[config.mk]
export PLATFORM = sky130hd
export DESIGN_NAME = load_align_unit_flat
export DESIGN_NICKNAME = d
export VERILOG_FILES = /design/src/rtl/load_align_unit_pkg.sv /design/src/rtl/load_align_unit_if.sv /design/src/rtl/load_align_unit_extend.sv /design/src/rtl/load_align_unit.sv /design/src/flat_wrapper.sv
export SDC_FILE = /design/constraint.sdc
export NUM_CORES = 1
export LEC_CHECK = 0
export BUFFER_PORTS_ARGS = -buffer_cell sky130_fd_sc_hd__buf_2
export CAP_MARGIN = 15
export CELL_PAD_IN_SITES_DETAIL_PLACEMENT = 1
export CELL_PAD_IN_SITES_GLOBAL_PLACEMENT = 1
export CORE_MARGIN = 2
export CORE_UTILIZATION = 27
export DETAILED_ROUTE_END_ITERATION = 7
export PLACE_DENSITY_LB_ADDON = 0.08
export SLEW_MARGIN = 20
export SYNTH_ARGS = -nofsm -noshare
export SYNTH_HDL_FRONTEND = slang
export SYNTH_SLANG_ARGS = --single-unit
[constraint.sdc]
create_clock -name clk -period 8.86 [get_ports clk]
set_input_delay 0.886 -clock clk [delete_from_list [all_inputs] [get_ports clk]]
set_output_delay 0.886 -clock clk [all_outputs]
set_load 0.005 [all_outputs]
[src/rtl/load_align_unit_pkg.sv]
// load_pkg: shared types and decode helpers for the load alignment unit.
//   width_e  - load width/sign codes (bit2 set = zero-extend)
//   state_e  - FSM states of load_align_unit
//   size_of  - log2 of the access size in bytes
//   is_legal - whether a width code is usable for a given XLEN
package load_pkg;

  localparam int unsigned XLEN_32 = 32;
  localparam int unsigned XLEN_64 = 64;

  typedef enum logic [2:0] {
    W_W  = 3'b000,
    W_H  = 3'b010,
    W_HU = 3'b110,
    W_B  = 3'b001,
    W_BU = 3'b101,
    W_D  = 3'b011,
    W_WU = 3'b100
  } width_e;

  typedef enum logic [2:0] {
    S_IDLE,
    S_REQ0,
    S_WAIT0,
    S_REQ1,
    S_WAIT1,
    S_RESP
  } state_e;

  function automatic logic [1:0] size_of(input logic [2:0] w);
    case (w[1:0])
      2'b01:   return 2'd0;
      2'b10:   return 2'd1;
      2'b00:   return 2'd2;
      default: return 2'd3;
    endcase
  endfunction

  function automatic logic is_unsigned(input logic [2:0] w);
    return w[2];
  endfunction

  function automatic logic is_legal(input logic [2:0] w, input int unsigned xlen);
    case (w)
      3'b000, 3'b010, 3'b110, 3'b001, 3'b101: return 1'b1;
      3'b011, 3'b100:                         return xlen == XLEN_64;
      default:                                return xlen < XLEN_32;
    endcase
  endfunction

endpackage

[src/rtl/load_align_unit_if.sv]
// load_align_unit_if: request, memory-beat and response signals of the load
// alignment unit.
//   slave  - the unit's view (takes requests, issues memory beats, returns results)
//   master - the surrounding pipeline/memory view
interface load_align_unit_if #(
  parameter int unsigned XLEN   = 32,
  parameter int unsigned ADDR_W = 32,
  parameter int unsigned TAG_W  = 5
) ();
  logic              req_valid;
  logic              req_ready;
  logic [ADDR_W-1:0] req_addr;
  logic [2:0]        req_width;
  logic [TAG_W-1:0]  req_tag;
  logic              mem_req_valid;
  logic              mem_req_ready;
  logic [ADDR_W-1:0] mem_addr;
  logic              mem_rsp_valid;
  logic [XLEN-1:0]   mem_rdata;
  logic              rsp_valid;
  logic              rsp_ready;
  logic [XLEN-1:0]   rsp_data;
  logic [TAG_W-1:0]  rsp_tag;
  logic              rsp_fault;

  modport slave (
    input  req_valid, req_addr, req_width, req_tag,
           mem_req_ready, mem_rsp_valid, mem_rdata, rsp_ready,
    output req_ready, mem_req_valid, mem_addr,
           rsp_valid, rsp_data, rsp_tag, rsp_fault
  );

  modport master (
    output req_valid, req_addr, req_width, req_tag,
           mem_req_ready, mem_rsp_valid, mem_rdata, rsp_ready,
    input  req_ready, mem_req_valid, mem_addr,
           rsp_valid, rsp_data, rsp_tag, rsp_fault
  );
endinterface

[src/rtl/load_align_unit_extend.sv]
// load_extend: combinational lane extraction for loads.
//   beats - {beat1, beat0}; beat1 is zero for single-beat loads
//   off   - byte offset of the load within beat0
//   width - width/sign code
//   data  - addressed bytes, sign- or zero-extended to XLEN
module load_extend
  import load_pkg::*;
#(
  parameter int unsigned XLEN = 32
) (
  input  logic [2*XLEN-1:0]         beats,
  input  logic [$clog2(XLEN/8)-1:0] off,
  input  logic [2:0]                width,
  output logic [XLEN-1:0]           data
);
  localparam logic [XLEN-1:0] ONES = '1;

  logic [2*XLEN-1:0] shifted;
  logic [XLEN-1:0]   low;
  logic [XLEN-1:0]   mask;
  int unsigned       nbits;
  logic              fill;

  // mask covers the loaded field; mask ^ (mask >> 1) isolates its top bit
  always_comb begin
    shifted = beats >> {off, 3'b000};
    low     = shifted[XLEN-1:0];
    nbits   = 32'd8 << size_of(width);
    mask    = ~(ONES << nbits);
    fill    = !is_unsigned(width) && (|(low & (mask ^ (mask >> 1))));
    data    = (low & mask) | ({XLEN{fill}} & ~mask);
  end
endmodule

[src/rtl/load_align_unit.sv]
// load_align_unit: load-data alignment and extension between MEM stage and
// the data memory port.
//   clk, reset - clock and asynchronous active-high reset
//   bus        - load_align_unit_if.slave: req_* (load request), mem_* (aligned
//                memory beats), rsp_* (aligned/extended result, tag, fault)
// Misaligned loads crossing a beat boundary are split into two beats when
// MISALIGN_SPLIT_EN is defined; otherwise they return rsp_fault without any
// memory access.
module load_align_unit
  import load_pkg::*;
#(
  parameter int unsigned XLEN   = 32,
  parameter int unsigned ADDR_W = 32,
  parameter int unsigned TAG_W  = 5
) (
  input logic              clk,
  input logic              reset,
  load_align_unit_if.slave bus
);
  localparam int unsigned NB    = XLEN / 8;
  localparam int unsigned OFF_W = $clog2(NB);
  localparam logic [XLEN-1:0] ZERO = '0;
`ifdef MISALIGN_SPLIT_EN
  localparam bit SPLIT_EN = 1'b1;
`else
  localparam bit SPLIT_EN = 1'b0;
`endif

  state_e            state, state_n;
  logic [ADDR_W-1:0] mem_addr_q;
  logic [OFF_W-1:0]  off_q;
  logic [2:0]        width_q;
  logic [TAG_W-1:0]  tag_q;
  logic              split_q;
  logic [XLEN-1:0]   beat0_q;
  logic [XLEN-1:0]   rsp_data_q;
  logic [TAG_W-1:0]  rsp_tag_q;
  logic              rsp_fault_q;

  logic              req_split;
  logic              req_fault;
  logic [2*XLEN-1:0] ext_beats;
  logic [XLEN-1:0]   ext_data;

  always_comb begin
    req_split = (32'(bus.req_addr[OFF_W-1:0]) + (32'd1 << size_of(bus.req_width))) > NB;
    req_fault = !is_legal(bus.req_width, XLEN) || (req_split && !SPLIT_EN);
    // the result is extracted straight from the arriving beat so it can be
    // registered on entry to RESP
    ext_beats = (state == S_WAIT1) ? {bus.mem_rdata, beat0_q} : {ZERO, bus.mem_rdata};
  end

  load_extend #(.XLEN(XLEN)) u_extend (
    .beats (ext_beats),
    .off   (off_q),
    .width (width_q),
    .data  (ext_data)
  );

  always_ff @(posedge clk or posedge reset) begin
    if (reset) state <= S_IDLE;
    else       state <= state_n;
  end

  always_comb begin
    state_n           = state;
    bus.req_ready     = (state == S_IDLE);
    bus.mem_req_valid = (state == S_REQ0) || (state == S_REQ1);
    bus.rsp_valid     = (state == S_RESP);
    case (state)
      S_IDLE:  if (bus.req_valid)     state_n = req_fault ? S_RESP : S_REQ0;
      S_REQ0:  if (bus.mem_req_ready) state_n = S_WAIT0;
      S_WAIT0: if (bus.mem_rsp_valid) state_n = split_q ? S_REQ1 : S_RESP;
      S_REQ1:  if (bus.mem_req_ready) state_n = S_WAIT1;
      S_WAIT1: if (bus.mem_rsp_valid) state_n = S_RESP;
      S_RESP:  if (bus.rsp_ready)     state_n = S_IDLE;
      default:                        state_n = S_IDLE;
    endcase
  end

  always_ff @(posedge clk or posedge reset) begin
    if (reset) begin
      mem_addr_q  <= '0;
      off_q       <= '0;
      width_q     <= '0;
      tag_q       <= '0;
      split_q     <= 1'b0;
      beat0_q     <= '0;
      rsp_data_q  <= '0;
      rsp_tag_q   <= '0;
      rsp_fault_q <= 1'b0;
    end else begin
      case (state)
        S_IDLE: if (bus.req_valid) begin
          off_q      <= bus.req_addr[OFF_W-1:0];
          width_q    <= bus.req_width;
          tag_q      <= bus.req_tag;
          split_q    <= req_split;
          mem_addr_q <= bus.req_addr & ~ADDR_W'(NB - 1);
          if (req_fault) begin
            rsp_data_q  <= '0;
            rsp_tag_q   <= bus.req_tag;
            rsp_fault_q <= 1'b1;
          end
        end
        S_WAIT0: if (bus.mem_rsp_valid) begin
          beat0_q <= bus.mem_rdata;
          if (split_q) begin
            mem_addr_q <= mem_addr_q + ADDR_W'(NB);
          end else begin
            rsp_data_q  <= ext_data;
            rsp_tag_q   <= tag_q;
            rsp_fault_q <= 1'b0;
          end
        end
        S_WAIT1: if (bus.mem_rsp_valid) begin
          rsp_data_q  <= ext_data;
          rsp_tag_q   <= tag_q;
          rsp_fault_q <= 1'b0;
        end
        default: ;
      endcase
    end
  end

  assign bus.mem_addr  = mem_addr_q;
  assign bus.rsp_data  = rsp_data_q;
  assign bus.rsp_tag   = rsp_tag_q;
  assign bus.rsp_fault = rsp_fault_q;

endmodule

[src/flat_wrapper.sv]
// flat-port wrapper written by rule: the top's interface ports become plain ports
module load_align_unit_flat import load_pkg::*;
#(
  parameter int unsigned XLEN   = 32,
  parameter int unsigned ADDR_W = 32,
  parameter int unsigned TAG_W  = 5
)
  (clk, reset, bus_req_valid, bus_req_addr, bus_req_width, bus_req_tag, bus_mem_req_ready, bus_mem_rsp_valid, bus_mem_rdata, bus_rsp_ready, bus_req_ready, bus_mem_req_valid, bus_mem_addr, bus_rsp_valid, bus_rsp_data, bus_rsp_tag, bus_rsp_fault);
  load_align_unit_if #(.XLEN(XLEN), .ADDR_W(ADDR_W), .TAG_W(TAG_W)) bus_i ();
  input logic clk;
  input logic reset;
  input wire logic [$bits(bus_i.req_valid)-1:0] bus_req_valid;
  input wire logic [$bits(bus_i.req_addr)-1:0] bus_req_addr;
  input wire logic [$bits(bus_i.req_width)-1:0] bus_req_width;
  input wire logic [$bits(bus_i.req_tag)-1:0] bus_req_tag;
  input wire logic [$bits(bus_i.mem_req_ready)-1:0] bus_mem_req_ready;
  input wire logic [$bits(bus_i.mem_rsp_valid)-1:0] bus_mem_rsp_valid;
  input wire logic [$bits(bus_i.mem_rdata)-1:0] bus_mem_rdata;
  input wire logic [$bits(bus_i.rsp_ready)-1:0] bus_rsp_ready;
  output wire logic [$bits(bus_i.req_ready)-1:0] bus_req_ready;
  output wire logic [$bits(bus_i.mem_req_valid)-1:0] bus_mem_req_valid;
  output wire logic [$bits(bus_i.mem_addr)-1:0] bus_mem_addr;
  output wire logic [$bits(bus_i.rsp_valid)-1:0] bus_rsp_valid;
  output wire logic [$bits(bus_i.rsp_data)-1:0] bus_rsp_data;
  output wire logic [$bits(bus_i.rsp_tag)-1:0] bus_rsp_tag;
  output wire logic [$bits(bus_i.rsp_fault)-1:0] bus_rsp_fault;
  assign bus_i.req_valid = bus_req_valid;
  assign bus_i.req_addr = bus_req_addr;
  assign bus_i.req_width = bus_req_width;
  assign bus_i.req_tag = bus_req_tag;
  assign bus_i.mem_req_ready = bus_mem_req_ready;
  assign bus_i.mem_rsp_valid = bus_mem_rsp_valid;
  assign bus_i.mem_rdata = bus_mem_rdata;
  assign bus_i.rsp_ready = bus_rsp_ready;
  assign bus_req_ready = bus_i.req_ready;
  assign bus_mem_req_valid = bus_i.mem_req_valid;
  assign bus_mem_addr = bus_i.mem_addr;
  assign bus_rsp_valid = bus_i.rsp_valid;
  assign bus_rsp_data = bus_i.rsp_data;
  assign bus_rsp_tag = bus_i.rsp_tag;
  assign bus_rsp_fault = bus_i.rsp_fault;
  load_align_unit #(.XLEN(XLEN), .ADDR_W(ADDR_W), .TAG_W(TAG_W)) u_core (.clk(clk), .reset(reset), .bus(bus_i));
endmodule
==> impl_metrics.env, run 1 <==
export IMPL_outcome="completed"
export IMPL_worst_path_largest_cell_delay_ns=0.44
export IMPL_critical_path_endpoint_type="flip-flop"
export IMPL_design_core_area_um2=24500
export IMPL_postCtsSetupRepairBufs=0
export IMPL_die_area_um2=26400
export IMPL_grt_pass1_vias=6327
export IMPL_yosys_warnings=0
export IMPL_boundaryPins=151
export IMPL_ys_ff_latch=114
export IMPL_cts_htree_levels=4
export IMPL_fillerInstances=2843
export IMPL_power_density_cell_area_nw_per_um2=359
export IMPL_hold_path_class="flip-flop to flip-flop"
export IMPL_gp_congestion=0.784
export IMPL_ctsRootBufferMaster="sky130_fd_sc_hd__clkbuf_16"
export IMPL_dp_slack_ns=5.52
export IMPL_tritoncts="yes"
export IMPL_grt_total_usage_pct=17.8
export IMPL_vdd_drop_max_mv=0.108
export IMPL_drive_above_1_share_pct=31.2
export IMPL_synthArstFlopShare_pct=100
export IMPL_setup_violations_final=0
export IMPL_synthFlopType="sky130_fd_sc_hd__dfrtp_1"
export IMPL_finalClockSkew_ns=0.0133
export IMPL_synth_lib_cells_used_distinct=62
export IMPL_initial_utilization_pct=27.7
export IMPL_rows=57
export IMPL_finalHoldViolCount=0
export IMPL_hold_buffers=0
export IMPL_ctsResizeCount=0
export IMPL_slew_headroom_pct=31.9
export IMPL_postSynthAreaPerCell_um2=9.70
export IMPL_syn_cell_area_um2=6770
export IMPL_layout_nets=909
export IMPL_timing_final_ws_setup_ns=5.96
export IMPL_post_synth_top_area_cell="sky130_fd_sc_hd__dfrtp_1"
export IMPL_tritoncts_num_buffers=17
export IMPL_tritoncts_num_sinks=114
export IMPL_max_cap_viols=0
export IMPL_buffer_ports_inserted=148
export IMPL_report_power_total_uw=3000
export IMPL_syn_inst=698
export IMPL_antenna_found_initial=2
export IMPL_final_min_clock_period_ns=2.90
export IMPL_fin_hold_ws_ns=0.476
export IMPL_worst_ep_arrival_time_ns=3.19
export IMPL_final_ant_viol_nets=0
export IMPL_critPathMaxFanout=45
export IMPL_sum_neg_setup_slack_ns=0
export IMPL_longest_clk_path_bufs=2
export IMPL_layout_area_overhead_vs_synth_pct=23.5
export IMPL_drc=0
export IMPL_leakage_power_of_the_design_uw=0.00373
export IMPL_critical_path_slowest_cell="sky130_fd_sc_hd__fa_1"
export IMPL_setup_repair_after_global_routing_missed_its_margin="false"
export IMPL_worst_setup_hold_path_clk_slew_ns=0.06
export IMPL_grt_ovfl_total=0
export IMPL_synth_top_area_share_pct=42.1
export IMPL_drt_pass1_iterations=4
export IMPL_clock_fmax_mhz=345
export IMPL_grt_first_pass_wirelength_mm=36.5
export IMPL_post_drt_wl_per_cell_um=19.6
export IMPL_initialDrtViolationCount=239
export IMPL_synth_top_cells_by_area="sky130_fd_sc_hd__dfrtp_1 (42%), sky130_fd_sc_hd__mux2i_1 (8.0%), sky130_fd_sc_hd__mux2_2 (7.8%)"
export IMPL_seq_area_frac_synth_pct=42.1
export IMPL_edff_count_synth=0
export IMPL_critPathLaunchType="primary input"
export IMPL_hold_depth=2
export IMPL_viasPerCell=5.15
export IMPL_die_height_um=162
export IMPL_worst_endpoint_required_ns=9.16
export IMPL_fp_dieW_um=162
export IMPL_post_dp_hpwl_mm=16.3
export IMPL_clk_insertion_delay_late_ns=0.42
export IMPL_maximum_number_of_pins_on_one_net_before_global_route_repair=76
export IMPL_final_min_period_over_clock_period_pct=32.7
export IMPL_tightestPinTransition_ns=1.01
export IMPL_num_vias=5982
export IMPL_finalWirelength_mm=22.8
export IMPL_worst_setup_path_type="primary input to flip-flop"
export IMPL_crit_path_cell_trace="buf_2 -> nor2b_1 -> ha_1 -> inv_1 -> fa_1 -> nand2b_1 -> a21oi_1 -> o31a_1 -> a41o_1 -> buf_4 -> o41ai_1"
export IMPL_timing_final_max_slew_violations=0
export IMPL_reg2reg_depth=6
[layer usage]
metal,global-route usage (%),up-vias,share of wire (%)
li1,-,2833,-
met1,25.4,2991,49
met2,28.3,139,46
met3,3.51,15,4.1
met4,3.62,4,0.57
met5,0,-,0.11
[final timing paths]
kind / from / to / slack [ns]
min in group asynchronous: reset / u_core.state[1] / 0.53
max in group asynchronous: reset / u_core.beat0_q[22] / 7.21
setup reg to reg: u_core.state[2] / u_core.bus.rsp_data[31] / 5.98
setup / recovery: bus_req_width[0] / u_core.bus.rsp_data[7] / 5.96
hold / removal: u_core.bus.rsp_tag[1] / u_core.bus.rsp_tag[1] / 0.48
hold reg to reg: u_core.bus.rsp_tag[1] / u_core.bus.rsp_tag[1] / 0.48
[cells by family (layout without fill, tap and decap cells)]
group           count (synthesis)  in the layout  share of synthesized area [%]
compound gates                194            194                           17.8
xor+xnor                        1              1                          0.129
fa+ha+maj                       7              7                           1.40
buf+inv                        69            207                           4.64
flops                         114            114                           42.1
mux                           112            112                           19.3
other cells                     1              3                         0.0554
simple gates                  200            200                           14.6
[final cells by class]
cell class              count  area [um^2]  share of cell area, %
clock buffers              17          425                   5.09
repair buffers            157          812                   9.71
inverters                  18         70.1                  0.838
flip-flops and latches    114         2850                   34.1
diodes                      1         2.50                 0.0299
multi-input cells         516         3620                   43.3
clock inverters            15          173                   2.06
well taps                 324          405                   4.85
[worst max-delay path, delay by kind of cell]
kind,cells,cell delay (ns)
adder cells (fa/ha/maj),2,0.58
buffers and inverters,3,0.45
AO/OA/AOI/OAI,4,0.97
AND/OR/NAND/NOR,2,0.30
[where the power goes]
part | switching [uW] | internal (uW)
clock network | 284 | 422
logic | 721 | 567
registers | 252 | 757
total | 1260 | 1750
[cells in the mapped netlist (2+ instances only)]
| cell | number |
|---|---|
| sky130_fd_sc_hd__dfrtp_1 | 114 |
| sky130_fd_sc_hd__nand2_1 | 65 |
| sky130_fd_sc_hd__o21ai_0 | 58 |
| sky130_fd_sc_hd__a21oi_1 | 57 |
| sky130_fd_sc_hd__mux2i_1 | 54 |
| sky130_fd_sc_hd__mux2_2 | 47 |
| sky130_fd_sc_hd__nor2_1 | 41 |
| sky130_fd_sc_hd__nand3_1 | 37 |
| sky130_fd_sc_hd__clkbuf_1 | 25 |
| sky130_fd_sc_hd__inv_1 | 17 |
| sky130_fd_sc_hd__nand2b_1 | 17 |
| sky130_fd_sc_hd__o22ai_1 | 14 |
| sky130_fd_sc_hd__buf_2 | 11 |
| sky130_fd_sc_hd__mux4_2 | 10 |
| sky130_fd_sc_hd__nand4_1 | 10 |
| sky130_fd_sc_hd__a22o_1 | 9 |
| sky130_fd_sc_hd__a221oi_1 | 7 |
| sky130_fd_sc_hd__buf_1 | 7 |
| sky130_fd_sc_hd__nor3_1 | 7 |
| sky130_fd_sc_hd__o211ai_1 | 7 |
| sky130_fd_sc_hd__ha_1 | 6 |
| sky130_fd_sc_hd__o21ai_1 | 6 |
| sky130_fd_sc_hd__and3_1 | 5 |
| sky130_fd_sc_hd__buf_4 | 5 |
| sky130_fd_sc_hd__or3_1 | 4 |
| sky130_fd_sc_hd__a21o_1 | 3 |
| sky130_fd_sc_hd__a22oi_1 | 3 |
| sky130_fd_sc_hd__a2bb2oi_1 | 3 |
| sky130_fd_sc_hd__a31oi_1 | 3 |
| sky130_fd_sc_hd__a41o_1 | 3 |
| sky130_fd_sc_hd__buf_6 | 3 |
| sky130_fd_sc_hd__nor2b_1 | 3 |
| sky130_fd_sc_hd__o31ai_1 | 3 |
| sky130_fd_sc_hd__or2_2 | 3 |
| sky130_fd_sc_hd__a311oi_1 | 2 |
| sky130_fd_sc_hd__a32oi_1 | 2 |
| sky130_fd_sc_hd__o221ai_1 | 2 |
[sequential cells by signal, summed over array words and instances, names as in the netlist]
register and cells:
u_core.beat0_q 32, u_core.bus.rsp_data 32, u_core.bus.mem_addr 30, u_core.bus.rsp_tag 5
u_core.tag_q 5, u_core.state 3, u_core.width_q 3, u_core.off_q 2
u_core.bus.rsp_fault 1, u_core.split_q 1
[layout by cell type (no fill, tap or decap), drive strengths merged, types with 6 or more instances in the layout]
cell / instances
mux4: 10
a221oi: 7
nand4: 11
o211ai: 7
nand2b: 17
ha: 6
o22ai: 14
inv: 24
mux2: 48
a21oi: 58
dfrtp: 114
o21ai: 64
buf: 157
mux2i: 54
clkbuf: 17
nand2: 65
nor2: 41
a22o: 9
nor3: 8
nand3: 37
[metrics by stage]
| stage | cell area, um^2 | util (%) | std cells |
|---|---|---|---|
| 3_3_place_gp | 7760 | 31.7 | 1129 |
| 2_1_floorplan | 6780 | - | 699 |
| 6_report | 8370 | 34.2 | 1162 |
| 5_1_grt | 8360 | 34.2 | 1161 |
| 4_1_cts | 8360 | 34.2 | 1161 |
| 3_5_place_dp | 7760 | 31.7 | 1129 |
(Power assumes the default switching activity.)
==> inputs of run 2 (changes only) <==
==> constraint.sdc (replaced) <==
create_clock -name clk -period 2.97 [get_ports clk]
set_input_delay 0.297 -clock clk [delete_from_list [all_inputs] [get_ports clk]]
set_output_delay 0.297 -clock clk [all_outputs]
set_load 0.005 [all_outputs]
==> run 2 against run 1 <==
Core utilization up 0.41 points. First-iteration DRC count grew 22%. Worst setup slack worse by 5.5 ns. Worst hold slack got worse by 0.44 ns. Routed wire length grew 0.89%. Clock skew is 0.0018 ns lower. Clock power increased to 2.7 times the previous value. Total power rose to 3.0 times the previous value. Non-clock buffer count grew 15.
==> impl_metrics.env, run 2 (synthesis results as in run 1) <==
export IMPL_boundaryPins=151
export IMPL_tritoncts_num_buffers=17
export IMPL_tritoncts_num_sinks=114
export IMPL_layout_area_overhead_vs_synth_pct=25.0
export IMPL_reg2reg_depth=6
export IMPL_layout_common_cells="sky130_fd_sc_hd__buf_2 (148), sky130_fd_sc_hd__dfrtp_1 (113), sky130_fd_sc_hd__nand2_1 (65)"
export IMPL_timing_final_ws_setup_ns=0.512
export IMPL_final_min_clock_period_ns=2.46
export IMPL_postCtsSetupRepairBufs=0
export IMPL_drive_above_1_share_pct=32.4
export IMPL_worst_endpoint_required_ns=3.28
export IMPL_grt_first_pass_wirelength_mm=36.5
export IMPL_die_area_um2=26400
export IMPL_finalWirelength_mm=23.0
export IMPL_max_cap_viols=0
export IMPL_critical_path_endpoint_type="flip-flop"
export IMPL_critical_path_slowest_cell="sky130_fd_sc_hd__dfrtp_1"
export IMPL_clk_insertion_delay_late_ns=0.43
export IMPL_final_ant_viol_nets=0
export IMPL_num_vias=5964
export IMPL_outcome="completed"
export IMPL_critPathMaxFanout=45
export IMPL_post_dp_hpwl_mm=16.6
export IMPL_ctsRootBufferMaster="sky130_fd_sc_hd__clkbuf_16"
export IMPL_slew_headroom_pct=53.7
export IMPL_worst_ep_arrival_time_ns=2.77
export IMPL_startpoint="u_core.state[1]"
export IMPL_die_height_um=162
export IMPL_drt_pass1_iterations=4
export IMPL_antenna_found_initial=2
export IMPL_report_power_total_uw=8870
export IMPL_viasPerCell=5.07
export IMPL_layout_nets=924
export IMPL_buffer_ports_inserted=148
export IMPL_rows=57
export IMPL_final_cell_area_excluding_filler_cells_um2=8470
export IMPL_finalClockSkew_ns=0.0115
export IMPL_place_area_um2=7930
export IMPL_critical_path_reg2reg_startpoint="u_core.state[1]"
export IMPL_crit_end="u_core.bus.rsp_data[7]"
export IMPL_worst_path_largest_cell_delay_ns=0.59
export IMPL_clock_fmax_mhz=407
export IMPL_grt_pass1_vias=6311
export IMPL_final_min_period_over_clock_period_pct=82.8
export IMPL_r2r_slack_ns=0.51
export IMPL_hold_buffers=0
export IMPL_vdd_drop_max_mv=0.331
export IMPL_critPathLaunchType="flip-flop"
export IMPL_worst_setup_path_type="flip-flop to flip-flop"
export IMPL_maximum_number_of_pins_on_one_net_before_global_route_repair=115
export IMPL_post_drt_wl_per_cell_um=19.6
export IMPL_finalHoldViolCount=0
export IMPL_grt_ovfl_total=0
export IMPL_reg2reg_to="u_core.bus.rsp_data[7]"
export IMPL_cts_htree_levels=4
export IMPL_sum_neg_setup_slack_ns=0
export IMPL_setup_violations_final=0
export IMPL_leakage_power_of_the_design_uw=0.00379
export IMPL_crit_path_cell_trace="nor2b_1 -> a22oi_1 -> a211o_1 -> a41o_1 -> buf_12 -> o41ai_1"
export IMPL_hold_path_class="primary input to async pin"
export IMPL_dp_slack_ns=0.252
export IMPL_tightestPinTransition_ns=0.694
export IMPL_gp_congestion=0.807
export IMPL_tritoncts="yes"
export IMPL_initial_utilization_pct=27.7
export IMPL_drc=0
export IMPL_timing_final_max_slew_violations=0
export IMPL_final_common_cell="sky130_fd_sc_hd__buf_2"
export IMPL_design_core_area_um2=24500
export IMPL_power_density_cell_area_nw_per_um2=1050
export IMPL_setup_repair_after_global_routing_missed_its_margin="false"
export IMPL_initialDrtViolationCount=291
export IMPL_fp_dieW_um=162
export IMPL_worst_setup_hold_path_clk_slew_ns=0.06
export IMPL_longest_clk_path_bufs=2
export IMPL_ctsResizeCount=0
export IMPL_grt_total_usage_pct=17.9
-- run 2: cell count changes in the layout (fill, tap and decap cells not counted) --
cell / delta
sky130_fd_sc_hd__buf_4: +12
sky130_fd_sc_hd__buf_12: +4
sky130_fd_sc_hd__clkinv_2: +3
sky130_fd_sc_hd__bufinv_16: -2
sky130_fd_sc_hd__clkinvlp_4: +2
sky130_fd_sc_hd__inv_8: -2
sky130_fd_sc_hd__buf_6: -1
sky130_fd_sc_hd__clkinv_4: +1
sky130_fd_sc_hd__inv_4: -1
sky130_fd_sc_hd__inv_6: -1
-- run 2: layout make-up --
class / instances / area, um^2
Sequential cell: 114 / 2850
Clock inverter: 15 / 113
Tap cell: 324 / 405
Inverter: 18 / 71.3
Fill cell: 2813 / 16000
Clock buffer: 17 / 425
Antenna cell: 1 / 2.50
Timing Repair Buffer: 172 / 971
Multi-Input combinational cell: 516 / 3620
-- run 2: how the worst min path moves through the flow --
stage / startpoint / end / slack, ns / cells past startpoint
6_report: reset / u_core.bus.mem_addr[31] / 0.04 / 3
5_1_grt: reset / u_core.bus.mem_addr[31] / 0.10 / 3
4_1_cts: reset / u_core.bus.mem_addr[31] / 0.1 / 3
3_5_place_dp: u_core.bus.rsp_tag[1] / u_core.bus.rsp_tag[1] / 0.48 / 2
3_3_place_gp: u_core.bus.rsp_tag[4] / u_core.bus.rsp_tag[4] / 0.46 / 2
2_1_floorplan: bus_req_addr[1] / u_core.off_q[1] / 0.41 / 2
-- run 2: metal layers --
layer	GRT usage (%)	share of wire, %
met2	27.4	45
met5	0	0.056
met1	25.2	49
met4	4.51	0.89
met3	4.61	5.0
-- run 2: where the power goes --
group          total, uW  switching, uW  leakage, uW  internal, uW
Clock               1890            818     0.000260          1070
Combinational       4050           2250      0.00213          1790
Sequential          2930            669      0.00139          2260
-- run 2: stage by stage --
stage / utilization, % / hold WS, ns / cells
finish: 34.6 / 0.0383 / 1177
global route: 34.6 / 0.103 / 1176
CTS: 34.6 / 0.0993 / 1176
detailed placement: 32.4 / 0.479 / 1144
global placement: 32.4 / 0.462 / 1144
floorplan: - / 0.414 / 699
-- run 2: critical path: cells and delay by family (launching register included) --
family / cells / cell delay (ns)
AO/OA/AOI/OAI: 4 / 1.09
buffers and inverters: 1 / 0.18
flip-flops: 1 / 0.59
AND/OR/NAND/NOR: 1 / 0.47
==> inputs of run 3 (changes only) <==
--- a/config.mk
+++ b/config.mk
@@ -5,6 +5,7 @@
 export SDC_FILE = /design/constraint.sdc
 export NUM_CORES = 1
 export LEC_CHECK = 0
+export ABC_AREA = 1
 export BUFFER_PORTS_ARGS = -buffer_cell sky130_fd_sc_hd__buf_2
 export CAP_MARGIN = 15
 export CELL_PAD_IN_SITES_DETAIL_PLACEMENT = 1
==> constraint.sdc (replaced) <==
create_clock -name clk -period 2.4 [get_ports clk]
set_input_delay 0.24 -clock clk [delete_from_list [all_inputs] [get_ports clk]]
set_output_delay 0.24 -clock clk [all_outputs]
set_load 0.005 [all_outputs]
==> run 3 against run 2 <==
Worst hold slack better by 0.018 ns. Worst setup slack worse by 0.22 ns. Non-clock buffer count up 12. Sequential power up 17%. Clock skew about the same. Sequential share of layout area down 1.3 points. Die area up 2.8%. Clock-buffer cell count up 1. Critical path type unchanged. First-iteration DRC count up 22%. Design area up 3.8%. Clock power up 34%. Final cell count up 26%.
==> impl_metrics.env, run 3 <==
export IMPL_combinational_family_with_the_most_area_after_synthesis="simple AND/OR/NAND/NOR gates"
export IMPL_finish_cell_count_without_fillers=1482
export IMPL_num_vias=7002
export IMPL_reg2reg_to="u_core.bus.rsp_data[21]"
export IMPL_grt_first_pass_wirelength_mm=39.8
export IMPL_tightestPinTransition_ns=0.707
export IMPL_finalClockSkew_ns=0.0117
export IMPL_critPathLaunchType="flip-flop"
export IMPL_postSynthAreaPerCell_um2=7.06
export IMPL_initialDrtViolationCount=355
export IMPL_initial_utilization_pct=27.6
export IMPL_slew_headroom_pct=52.8
export IMPL_syn_inst=987
export IMPL_r2r_slack_ns=0.30
export IMPL_synth_mux_area_share_pct=0.808
export IMPL_hold_depth=3
export IMPL_syn_cell_area_um2=6970
export IMPL_report_power_total_uw=11800
export IMPL_synth_top_cells_by_area="sky130_fd_sc_hd__dfrtp_1 (41%), sky130_fd_sc_hd__nand2_1 (16%), sky130_fd_sc_hd__o21ai_0 (8.6%)"
export IMPL_final_common_cell="sky130_fd_sc_hd__nand2_1"
export IMPL_synth_lib_cells_used_distinct=45
export IMPL_netlist_top_cells_count="sky130_fd_sc_hd__nand2_1 (299), sky130_fd_sc_hd__o21ai_0 (120), sky130_fd_sc_hd__dfrtp_1 (114), sky130_fd_sc_hd__inv_1 (88), sky130_fd_sc_hd__nand3_1 (82)"
export IMPL_die_area_um2=27100
export IMPL_clock_fmax_mhz=475
export IMPL_startpoint="u_core.state[1]"
export IMPL_final_ant_viol_nets=0
export IMPL_critical_path_reg2reg_startpoint="u_core.state[1]"
export IMPL_sum_neg_setup_slack_ns=0
export IMPL_timing_final_max_slew_violations=0
export IMPL_gp_congestion=0.781
export IMPL_final_min_clock_period_ns=2.10
export IMPL_tritoncts="yes"
export IMPL_post_drt_wl_per_cell_um=16.6
export IMPL_outcome="completed"
export IMPL_post_dp_hpwl_mm=18.5
export IMPL_maximum_number_of_pins_on_one_net_before_global_route_repair=65
export IMPL_layout_area_overhead_vs_synth_pct=26.1
export IMPL_grt_total_usage_pct=19.1
export IMPL_finalWirelength_mm=24.6
export IMPL_min_delay_start="bus_req_tag[2]"
export IMPL_fin_util_pct=34.8
export IMPL_drt_pass1_iterations=4
export IMPL_die_height_um=165
export IMPL_hold_path_class="primary input to flip-flop"
export IMPL_drc=0
export IMPL_cts_htree_levels=4
export IMPL_ys_ff_latch=114
export IMPL_post_synth_fa_ha_maj_area_fraction_pct=1.36
export IMPL_boundaryPins=151
export IMPL_leakage_power_of_the_design_uw=0.00443
export IMPL_synthFlopType="sky130_fd_sc_hd__dfrtp_1"
export IMPL_post_synth_top_area_cell="sky130_fd_sc_hd__dfrtp_1"
export IMPL_critical_path_endpoint_type="flip-flop"
export IMPL_seq_area_frac_synth_pct=40.9
export IMPL_synth_xor_xnor_area_share_pct=1.38
export IMPL_worst_setup_hold_path_clk_slew_ns=0.06
export IMPL_edff_count_synth=0
export IMPL_dp_slack_ns=0.0626
export IMPL_post_synthesis_compound_gate_area_fraction_pct=16.3
export IMPL_grt_ovfl_total=0
export IMPL_max_cap_viols=0
export IMPL_tritoncts_num_sinks=114
export IMPL_yosys_warnings=0
export IMPL_timing_hold_worst_endpoint="u_core.bus.rsp_tag[2]"
export IMPL_reg2reg_depth=11
export IMPL_worst_ep_arrival_time_ns=2.46
export IMPL_buffer_ports_inserted=148
export IMPL_leading_cell_type_by_number_of_instances_after_synthesis="sky130_fd_sc_hd__nand2_1"
export IMPL_tritoncts_num_buffers=17
export IMPL_worst_endpoint_required_ns=2.76
export IMPL_setup_repair_after_global_routing_missed_its_margin="false"
export IMPL_fp_dieW_um=165
export IMPL_synth_top_area_share_pct=40.9
export IMPL_clk_insertion_delay_late_ns=0.42
export IMPL_ctsResizeCount=0
export IMPL_post_place_cells=1448
export IMPL_critPathMaxFanout=22
export IMPL_synthSimpleGateAreaFrac_pct=30.2
export IMPL_ctsRootBufferMaster="sky130_fd_sc_hd__clkbuf_16"
export IMPL_final_min_period_over_clock_period_pct=87.7
export IMPL_viasPerCell=4.72
export IMPL_setup_violations_final=0
export IMPL_grt_pass1_vias=7291
export IMPL_timing_final_ws_setup_ns=0.296
export IMPL_worst_setup_path_type="flip-flop to flip-flop"
export IMPL_design_core_area_um2=25300
export IMPL_layout_nets=1223
export IMPL_rows=58
export IMPL_finalHoldViolCount=0
export IMPL_longest_clk_path_bufs=2
export IMPL_synthArstFlopShare_pct=100
export IMPL_drive_above_1_share_pct=21.5
export IMPL_layout_common_cells="sky130_fd_sc_hd__nand2_1 (298), sky130_fd_sc_hd__buf_2 (148), sky130_fd_sc_hd__o21ai_0 (120)"
export IMPL_antenna_found_initial=1
export IMPL_vdd_drop_max_mv=0.629
export IMPL_power_density_cell_area_nw_per_um2=1340
run 3: cell types whose count changed after synthesis, moves of 42 or more:
| cell | change |
|---|---|
| sky130_fd_sc_hd__mux2_2 | -42 |
| sky130_fd_sc_hd__o21ai_0 | +62 |
| sky130_fd_sc_hd__nand2_1 | +234 |
| sky130_fd_sc_hd__nand3_1 | +45 |
| sky130_fd_sc_hd__inv_1 | +71 |
| sky130_fd_sc_hd__mux2i_1 | -54 |
run 3: worst max-delay path: stages, from the launching register on:
cell and delay (ns):
sky130_fd_sc_hd__dfrtp_1 0.46, sky130_fd_sc_hd__nor2_4 0.15, sky130_fd_sc_hd__nand2_2 0.17, sky130_fd_sc_hd__inv_2 0.18
sky130_fd_sc_hd__nor2_2 0.08, sky130_fd_sc_hd__nand2_2 0.08, sky130_fd_sc_hd__nand4_2 0.11, sky130_fd_sc_hd__nor2_4 0.16
sky130_fd_sc_hd__nand3_4 0.09, sky130_fd_sc_hd__inv_2 0.34, sky130_fd_sc_hd__nand3_1 0.14, sky130_fd_sc_hd__nand2_1 0.08
run 3: kinds of logic after synthesis:
family,Yosys count
compound gates,205
xor+xnor,11
fa+ha+maj,7
buf+inv,147
flops,114
mux,5
other cells,1
simple gates,497
run 3: timing repair:
item / in CTS / in global routing
hold endpoints to repair: 23 / 0
hold buffers: 1 / 0
setup buffers: 0 / 0
run 3: layer usage:
metal	share of wire [%]	track usage, %
met1	49	26.9
met4	1.0	4.94
met3	2.8	2.49
met2	47	31.1
met5	0	0
run 3: layout make-up:
cell class,instances,area [um^2]
antenna,1,2.50
sequential,114,2850
fill,3173,16500
clock inverter,14,140
clock buffer,18,429
timing repair buffer,184,1090
tap,330,413
inverter,94,357
multi-input combinational,727,3510
run 3: power breakdown:
group	total (uW)	internal (uW)	switching, uW
logic	5790	2090	3710
registers	3430	2750	681
clock network	2540	1520	1020
run 3: worst max-delay path by stage:
stage,end,cells after the start
after floorplan,u_core.bus.rsp_data[18],15
after global placement,u_core.bus.rsp_data[14],16
after detailed placement,u_core.bus.rsp_data[21],15
after CTS,u_core.bus.rsp_data[21],11
after global routing,u_core.bus.rsp_data[24],12
final,u_core.bus.rsp_data[21],11
run 3: metrics by stage:
step           cell area [um^2]  hold slack (ns)
6_report                   8790           0.0565
5_1_grt                    8790           0.0695
4_1_cts                    8790           0.0415
3_5_place_dp               8210            0.396
3_3_place_gp               8210            0.398
2_1_floorplan              6980            0.373
